[src/rtl/mem_arbiter_if.sv]
// Word-addressed 16-bit memory bus shared by the core requesters and the memory port.
// The master drives the request; the slave returns read data and the transfer-complete ack.
interface mem_arbiter_if;
    localparam int unsigned ADDR_W = 19;
    localparam int unsigned DATA_W = 16;
    localparam int unsigned BSEL_W = 2;

    logic [ADDR_W-1:0] addr;
    logic [DATA_W-1:0] data_in;
    logic [DATA_W-1:0] data_out;
    logic              access;
    logic              ack;
    logic              wr_en;
    logic [BSEL_W-1:0] bytesel;

    modport master (
        output addr, data_out, access, wr_en, bytesel,
        input  data_in, ack
    );

    modport slave (
        input  addr, data_out, access, wr_en, bytesel,
        output data_in, ack
    );
endinterface

[src/rtl/mem_arbiter.sv]
// Merges the core's instruction and data buses onto one registered memory port.
// Fixed data priority by default; MEM_ARBITER_ROUND_ROBIN_EN alternates grants on contention.
module mem_arbiter (
    input  logic          clk,
    input  logic          reset,
    mem_arbiter_if.slave  instr_m,
    mem_arbiter_if.slave  data_m,
    mem_arbiter_if.master q_m
);
    localparam int unsigned ADDR_W = 19;
    localparam int unsigned DATA_W = 16;
    localparam int unsigned BSEL_W = 2;

    typedef enum logic [1:0] {
        IDLE        = 2'd0,
        GRANT_INSTR = 2'd1,
        GRANT_DATA  = 2'd2
    } state_e;

    typedef enum logic {
        SRC_INSTR = 1'b0,
        SRC_DATA  = 1'b1
    } src_e;

    state_e            state_q, state_d;
    src_e              last_grant_q, last_grant_d;
    logic [ADDR_W-1:0] addr_q, addr_d;
    logic [DATA_W-1:0] data_out_q, data_out_d;
    logic [BSEL_W-1:0] bytesel_q, bytesel_d;
    logic              access_q, access_d;
    logic              wr_en_q, wr_en_d;
    logic              pick_data_c;

    // The prefetcher never writes, so its write-side fields are intentionally ignored.
    logic unused_instr_c;
    assign unused_instr_c = ^{instr_m.data_out, instr_m.wr_en, instr_m.bytesel};

    // Winner when the bus is idle; only consulted when at least one access is present.
`ifdef MEM_ARBITER_ROUND_ROBIN_EN
    always_comb begin
        pick_data_c = data_m.access;
        if (data_m.access && instr_m.access) begin
            pick_data_c = (last_grant_q == SRC_INSTR);
        end
    end
`else
    logic unused_last_grant_c;
    assign unused_last_grant_c = last_grant_q;

    always_comb begin
        pick_data_c = data_m.access;
    end
`endif

    always_ff @(posedge clk or negedge reset) begin
        if (!reset) begin
            state_q      <= IDLE;
            last_grant_q <= SRC_INSTR;
            addr_q       <= '0;
            data_out_q   <= '0;
            bytesel_q    <= '0;
            access_q     <= 1'b0;
            wr_en_q      <= 1'b0;
        end else begin
            state_q      <= state_d;
            last_grant_q <= last_grant_d;
            addr_q       <= addr_d;
            data_out_q   <= data_out_d;
            bytesel_q    <= bytesel_d;
            access_q     <= access_d;
            wr_en_q      <= wr_en_d;
        end
    end

    always_comb begin
        state_d      = state_q;
        last_grant_d = last_grant_q;
        addr_d       = addr_q;
        data_out_d   = data_out_q;
        bytesel_d    = bytesel_q;
        access_d     = access_q;
        wr_en_d      = wr_en_q;

        case (state_q)
            IDLE: begin
                if (pick_data_c) begin
                    addr_d     = data_m.addr;
                    data_out_d = data_m.data_out;
                    wr_en_d    = data_m.wr_en;
                    bytesel_d  = data_m.bytesel;
                    access_d   = 1'b1;
                    state_d    = GRANT_DATA;
                end else if (instr_m.access) begin
                    addr_d     = instr_m.addr;
                    data_out_d = '0;
                    wr_en_d    = 1'b0;
                    bytesel_d  = BSEL_W'(2'b11);
                    access_d   = 1'b1;
                    state_d    = GRANT_INSTR;
                end
            end
            GRANT_INSTR, GRANT_DATA: begin
                // Request fields stay frozen until memory completes the transfer.
                if (q_m.ack) begin
                    access_d     = 1'b0;
                    wr_en_d      = 1'b0;
                    state_d      = IDLE;
                    last_grant_d = (state_q == GRANT_DATA) ? SRC_DATA : SRC_INSTR;
                end
            end
            default: begin
                state_d = IDLE;
            end
        endcase
    end

    assign q_m.addr     = addr_q;
    assign q_m.data_out = data_out_q;
    assign q_m.bytesel  = bytesel_q;
    assign q_m.access   = access_q;
    assign q_m.wr_en    = wr_en_q;

    // Ack and read data reach only the requester that owns the current transfer.
    assign instr_m.ack     = (state_q == GRANT_INSTR) && q_m.ack;
    assign instr_m.data_in = (state_q == GRANT_INSTR) ? q_m.data_in : '0;
    assign data_m.ack      = (state_q == GRANT_DATA) && q_m.ack;
    assign data_m.data_in  = (state_q == GRANT_DATA) ? q_m.data_in : '0;
endmodule

[src/flat_wrapper.sv]
// flat-port wrapper written by rule: the top's interface ports become plain ports
module mem_arbiter_flat 
  (clk, reset, instr_m_addr, instr_m_data_out, instr_m_access, instr_m_wr_en, instr_m_bytesel, instr_m_data_in, instr_m_ack, data_m_addr, data_m_data_out, data_m_access, data_m_wr_en, data_m_bytesel, data_m_data_in, data_m_ack, q_m_addr, q_m_data_out, q_m_access, q_m_wr_en, q_m_bytesel, q_m_data_in, q_m_ack);
  mem_arbiter_if instr_m_i ();
  mem_arbiter_if data_m_i ();
  mem_arbiter_if q_m_i ();
  input  logic clk;
  input  logic reset;
  input wire logic [$bits(instr_m_i.addr)-1:0] instr_m_addr;
  input wire logic [$bits(instr_m_i.data_out)-1:0] instr_m_data_out;
  input wire logic [$bits(instr_m_i.access)-1:0] instr_m_access;
  input wire logic [$bits(instr_m_i.wr_en)-1:0] instr_m_wr_en;
  input wire logic [$bits(instr_m_i.bytesel)-1:0] instr_m_bytesel;
  output wire logic [$bits(instr_m_i.data_in)-1:0] instr_m_data_in;
  output wire logic [$bits(instr_m_i.ack)-1:0] instr_m_ack;
  input wire logic [$bits(data_m_i.addr)-1:0] data_m_addr;
  input wire logic [$bits(data_m_i.data_out)-1:0] data_m_data_out;
  input wire logic [$bits(data_m_i.access)-1:0] data_m_access;
  input wire logic [$bits(data_m_i.wr_en)-1:0] data_m_wr_en;
  input wire logic [$bits(data_m_i.bytesel)-1:0] data_m_bytesel;
  output wire logic [$bits(data_m_i.data_in)-1:0] data_m_data_in;
  output wire logic [$bits(data_m_i.ack)-1:0] data_m_ack;
  output wire logic [$bits(q_m_i.addr)-1:0] q_m_addr;
  output wire logic [$bits(q_m_i.data_out)-1:0] q_m_data_out;
  output wire logic [$bits(q_m_i.access)-1:0] q_m_access;
  output wire logic [$bits(q_m_i.wr_en)-1:0] q_m_wr_en;
  output wire logic [$bits(q_m_i.bytesel)-1:0] q_m_bytesel;
  input wire logic [$bits(q_m_i.data_in)-1:0] q_m_data_in;
  input wire logic [$bits(q_m_i.ack)-1:0] q_m_ack;
  assign instr_m_i.addr = instr_m_addr;
  assign instr_m_i.data_out = instr_m_data_out;
  assign instr_m_i.access = instr_m_access;
  assign instr_m_i.wr_en = instr_m_wr_en;
  assign instr_m_i.bytesel = instr_m_bytesel;
  assign instr_m_data_in = instr_m_i.data_in;
  assign instr_m_ack = instr_m_i.ack;
  assign data_m_i.addr = data_m_addr;
  assign data_m_i.data_out = data_m_data_out;
  assign data_m_i.access = data_m_access;
  assign data_m_i.wr_en = data_m_wr_en;
  assign data_m_i.bytesel = data_m_bytesel;
  assign data_m_data_in = data_m_i.data_in;
  assign data_m_ack = data_m_i.ack;
  assign q_m_addr = q_m_i.addr;
  assign q_m_data_out = q_m_i.data_out;
  assign q_m_access = q_m_i.access;
  assign q_m_wr_en = q_m_i.wr_en;
  assign q_m_bytesel = q_m_i.bytesel;
  assign q_m_i.data_in = q_m_data_in;
  assign q_m_i.ack = q_m_ack;
  mem_arbiter u_core (.clk(clk), .reset(reset), .instr_m(instr_m_i), .data_m(data_m_i), .q_m(q_m_i));
endmodule
[config.mk]
export PLATFORM = sky130hd
export DESIGN_NAME = mem_arbiter_flat
export DESIGN_NICKNAME = d
export VERILOG_FILES = /design/src/rtl/mem_arbiter_if.sv /design/src/rtl/mem_arbiter.sv /design/src/flat_wrapper.sv
export SDC_FILE = /design/constraint.sdc
export NUM_CORES = 1
export LEC_CHECK = 0
export BUFFER_PORTS_ARGS = -buffer_cell sky130_fd_sc_hd__buf_2
export CAP_MARGIN = 10
export CORE_UTILIZATION = 40
export CTS_BUF_LIST = sky130_fd_sc_hd__clkbuf_2
export DETAILED_ROUTE_END_ITERATION = 7
export PLACE_DENSITY = 0.84
export SYNTH_ARGS = -nofsm -noshare
export SYNTH_HDL_FRONTEND = slang
export SYNTH_SLANG_ARGS = --single-unit
[constraint.sdc]
create_clock -name clk -period 4.45 [get_ports clk]
set_clock_uncertainty 0.15 [all_clocks]
set_input_delay 0.445 -clock clk [delete_from_list [all_inputs] [get_ports clk]]
set_output_delay 0.445 -clock clk [all_outputs]
set_load 0.02 [all_outputs]
==> run_results.csv <==
group,metric,value,unit
outcome,run_status,"complete, but fails checks",
outcome,violations,"hold timing",
synthesis,synth_common_cells,"41 x dfrtp_1, 35 x and2_1, 20 x nand2_1, 20 x o21ai_0, 19 x mux2i_1",
grt,top_usage_layer,"met2",
timing,setup_viol,0,
timing,slew_headroom,23.9,%
synthesis,synth-main-ff-cell,"dfrtp_1",
routing,via_per_inst,4.67,
setup_path,critPathKind,"reg -> out",
clocking,cts.repair.resized,0,
routing,drt_drc_violations_left,0,
grt,grt-ovfl-total,0,
setup_path,cp.arrival,1.71,ns
die,dieArea,5270,sq um
flow_run,maxCapViolCount,0,
setup_path,path_max_fanout,17,
routing,vias,1843,
die,die_w,72.6,microns
clocking,clock_latency,0.37,ns
setup_path,required,3.86,ns
clocking,cts_setup_buffers,0,
clocking,clk_pin_slew,0.21,ns
synthesis,netlist_area,1990,sq um
cells_and_area,drive_gt1_share,48.2,%
clocking,cts_buffers,5,
cells_and_area,layout.nets,428,
synthesis,async_flop_share,100,%
synthesis,yosys_warnings,0,
cells_and_area,antenna_cells,0,
placement,gp_congestion,0.731,
power_and_ir_drop,ir_drop,348,uV
placement,dp_hpwl,3870,microns
synthesis,seq_area_frac_synth,51.5,%
grt,globalRouteMet3Util,5.56,%
die,die_h,72.6,microns
timing,slew_viol_final,0,
clocking,clkSinkCount,41,
grt,track_usage,18.6,%
synthesis,ys_types,23,
die,fp.coreArea,4750,sq um
hold_path,hold_path_class,"in -> async",
synthesis,synth.area.top_cells,"dfrtp_1 52%, and2_1 11%, mux2i_1 9.5%",
synthesis,synth_most_common_cell,"dfrtp_1",
grt,grt_start_max_net_pins,56,
timing,finalSetupTns,0,ns
synthesis,synth_top_area_share,51.5,%
grt,grt_pass1_vias,1603,
routing,ant_nets,0,
timing,tightest_slew,1.14,ns
synthesis,synth_edf_count,0,
clocking,h-tree-depth,2,
timing,timing.hold.ws,-0.0147,ns
synthesis,synth_largest_area_cell,"dfrtp_1",
synthesis,avgSynthCellArea,10.9,sq um
clocking,cts_root_buf,"clkbuf_2",
placement,numPortBuffers,150,
power_and_ir_drop,p_leak,1.62,nW
synthesis,synthCells,183,
routing,avgRoutedWirePerCell,12.6,microns
die,io-pin-count,170,
routing,routed_wirelength,4960,microns
power_and_ir_drop,p_per_area,638,nW/um^2
setup_path,ff2ff_path_depth,4,
setup_path,endpoint_kind,"output pin",
grt,gr-usage-met1,20.5,%
die,floorplan.rows,25,
routing,drt_iter0_drc,54,
timing,period_share,51.7,%
clocking,cts_hold_buf,0,
clocking,clockBufferDepth,2,
die,initial_core_util,41.9,%
placement,dp.cells,388,
grt,grt_pass1_wl,7360,microns
grt,grt_util_met2,34.6,%
timing,finalCriticalPeriod,2.30,ns
cells_and_area,synthToLayoutAreaGrowth,40.6,%
clocking,cts_tree,"yes",
timing,max_freq,0.434,GHz
routing,dr.pass1.iters,4,
timing,rsz0062_at_grt,"no",
timing,timing_hold_violations_final,11,
grt,grt_antenna_before_repair,0,
cells_and_area,final_cells,395,
synthesis,synth_nets,283,
synthesis,synth-seq-cells,41,
setup_path,startpoint_type,"flop",
## logic make-up (layout without fill, tap and decap cells)
group	Yosys count	after routing	synth area share [%]
fa+ha+maj	3	3	1.88
flops	41	41	51.5
simple gates	60	60	16.3
buf+inv	15	160	4.84
mux	19	19	9.55
compound gates	45	45	16.0
## through the flow
| step | instance area [sq um] | utilization, % | hold slack, ns | power (mW) | setup slack, ns |
|---|---|---|---|---|---|
| floorplan | 1990 | - | -0.000591 | 1.29 | 2.73 |
| global placement | 2740 | 57.7 | 0.309 | 1.58 | 2.11 |
| detailed placement | 2740 | 57.7 | 0.316 | 1.60 | 2.04 |
| CTS | 2800 | 58.9 | 0.0118 | 1.81 | 2.14 |
| global route | 2800 | 58.9 | 0.0210 | 1.93 | 1.98 |
| finish | 2800 | 58.9 | -0.0147 | 1.79 | 2.15 |
## final cells by class
class	instances	area, sq um
clock buffers	5	25.0
clock inverters	2	35.0
fillers	426	1950
inverters	3	11.3
multi-input cells	127	870
flip-flops and latches	41	1030
well taps	67	83.8
repair buffers	150	751
## power by group
part	internal [mW]	switching [mW]	leakage, nW
registers	0.538	0.0835	0.509
clock network	0.0914	0.116	0.0388
logic	0.350	0.610	1.07
total	0.979	0.809	1.62
## path summary, 6_finish.rpt
check / startpoint / endpoint / slack [ns]
worst max-delay path: u_core.state_q[0]$_DFFE_PN0P_ / data_m_data_in[1] / 2.15
worst min-delay path: reset / u_core.q_m.addr[14]$_DFFE_PN0P_ / -0.01
worst max register to register: u_core.state_q[0]$_DFFE_PN0P_ / u_core.state_q[1]$_DFFE_PN0P_ / 2.58
worst min register to register: u_core.q_m.addr[3]$_DFFE_PN0P_ / u_core.q_m.addr[3]$_DFFE_PN0P_ / 0.35
max in group asynchronous: reset / u_core.q_m.bytesel[1]$_DFFE_PN0P_ / 3.60
min in group clk: data_m_data_out[14] / u_core.q_m.data_out[14]$_DFFE_PN0P_ / 0.11
## registers in the layout, summed over array words and instances, names as in the netlist
| register | count |
|---|---|
| u_core.q_m.data_out | 16 |
| u_core.q_m.access | 1 |
| u_core.q_m.wr_en | 1 |
| u_core.q_m.addr | 19 |
| u_core.state_q | 2 |
| u_core.q_m.bytesel | 2 |
## placed cells by master, fill, tap and decap left out, types with 2 or more instances in the layout
| master | Yosys | layout |
|---|---|---|
| clkbuf_2 | 1 | 5 |
| dfrtp_1 | 41 | 41 |
| nor2_1 | 2 | 2 |
| nand2b_1 | 2 | 2 |
| ha_1 | 3 | 3 |
| buf_2 | 1 | 150 |
| and2_1 | 35 | 35 |
| mux2i_1 | 19 | 19 |
| o22a_1 | 2 | 2 |
| nand2_1 | 20 | 20 |
| a22o_1 | 17 | 17 |
| inv_1 | 3 | 3 |
| a21oi_1 | 2 | 2 |
| o21ai_0 | 20 | 20 |
## routing by layer
layer / part of all wire [%] / wire length (microns)
met4: 1.0 / 50
met2: 51 / 2530
met5: 0 / 0
met3: 8.2 / 405
met1: 40 / 1980
## critical path, stage by stage (launching register included)
cell and delay [ns]:
dfrtp_1 0.44, inv_1 0.09, ha_1 0.41, and2_1 0.22
buf_2 0.17
Note: power is estimated with default switching activity, not from simulation.
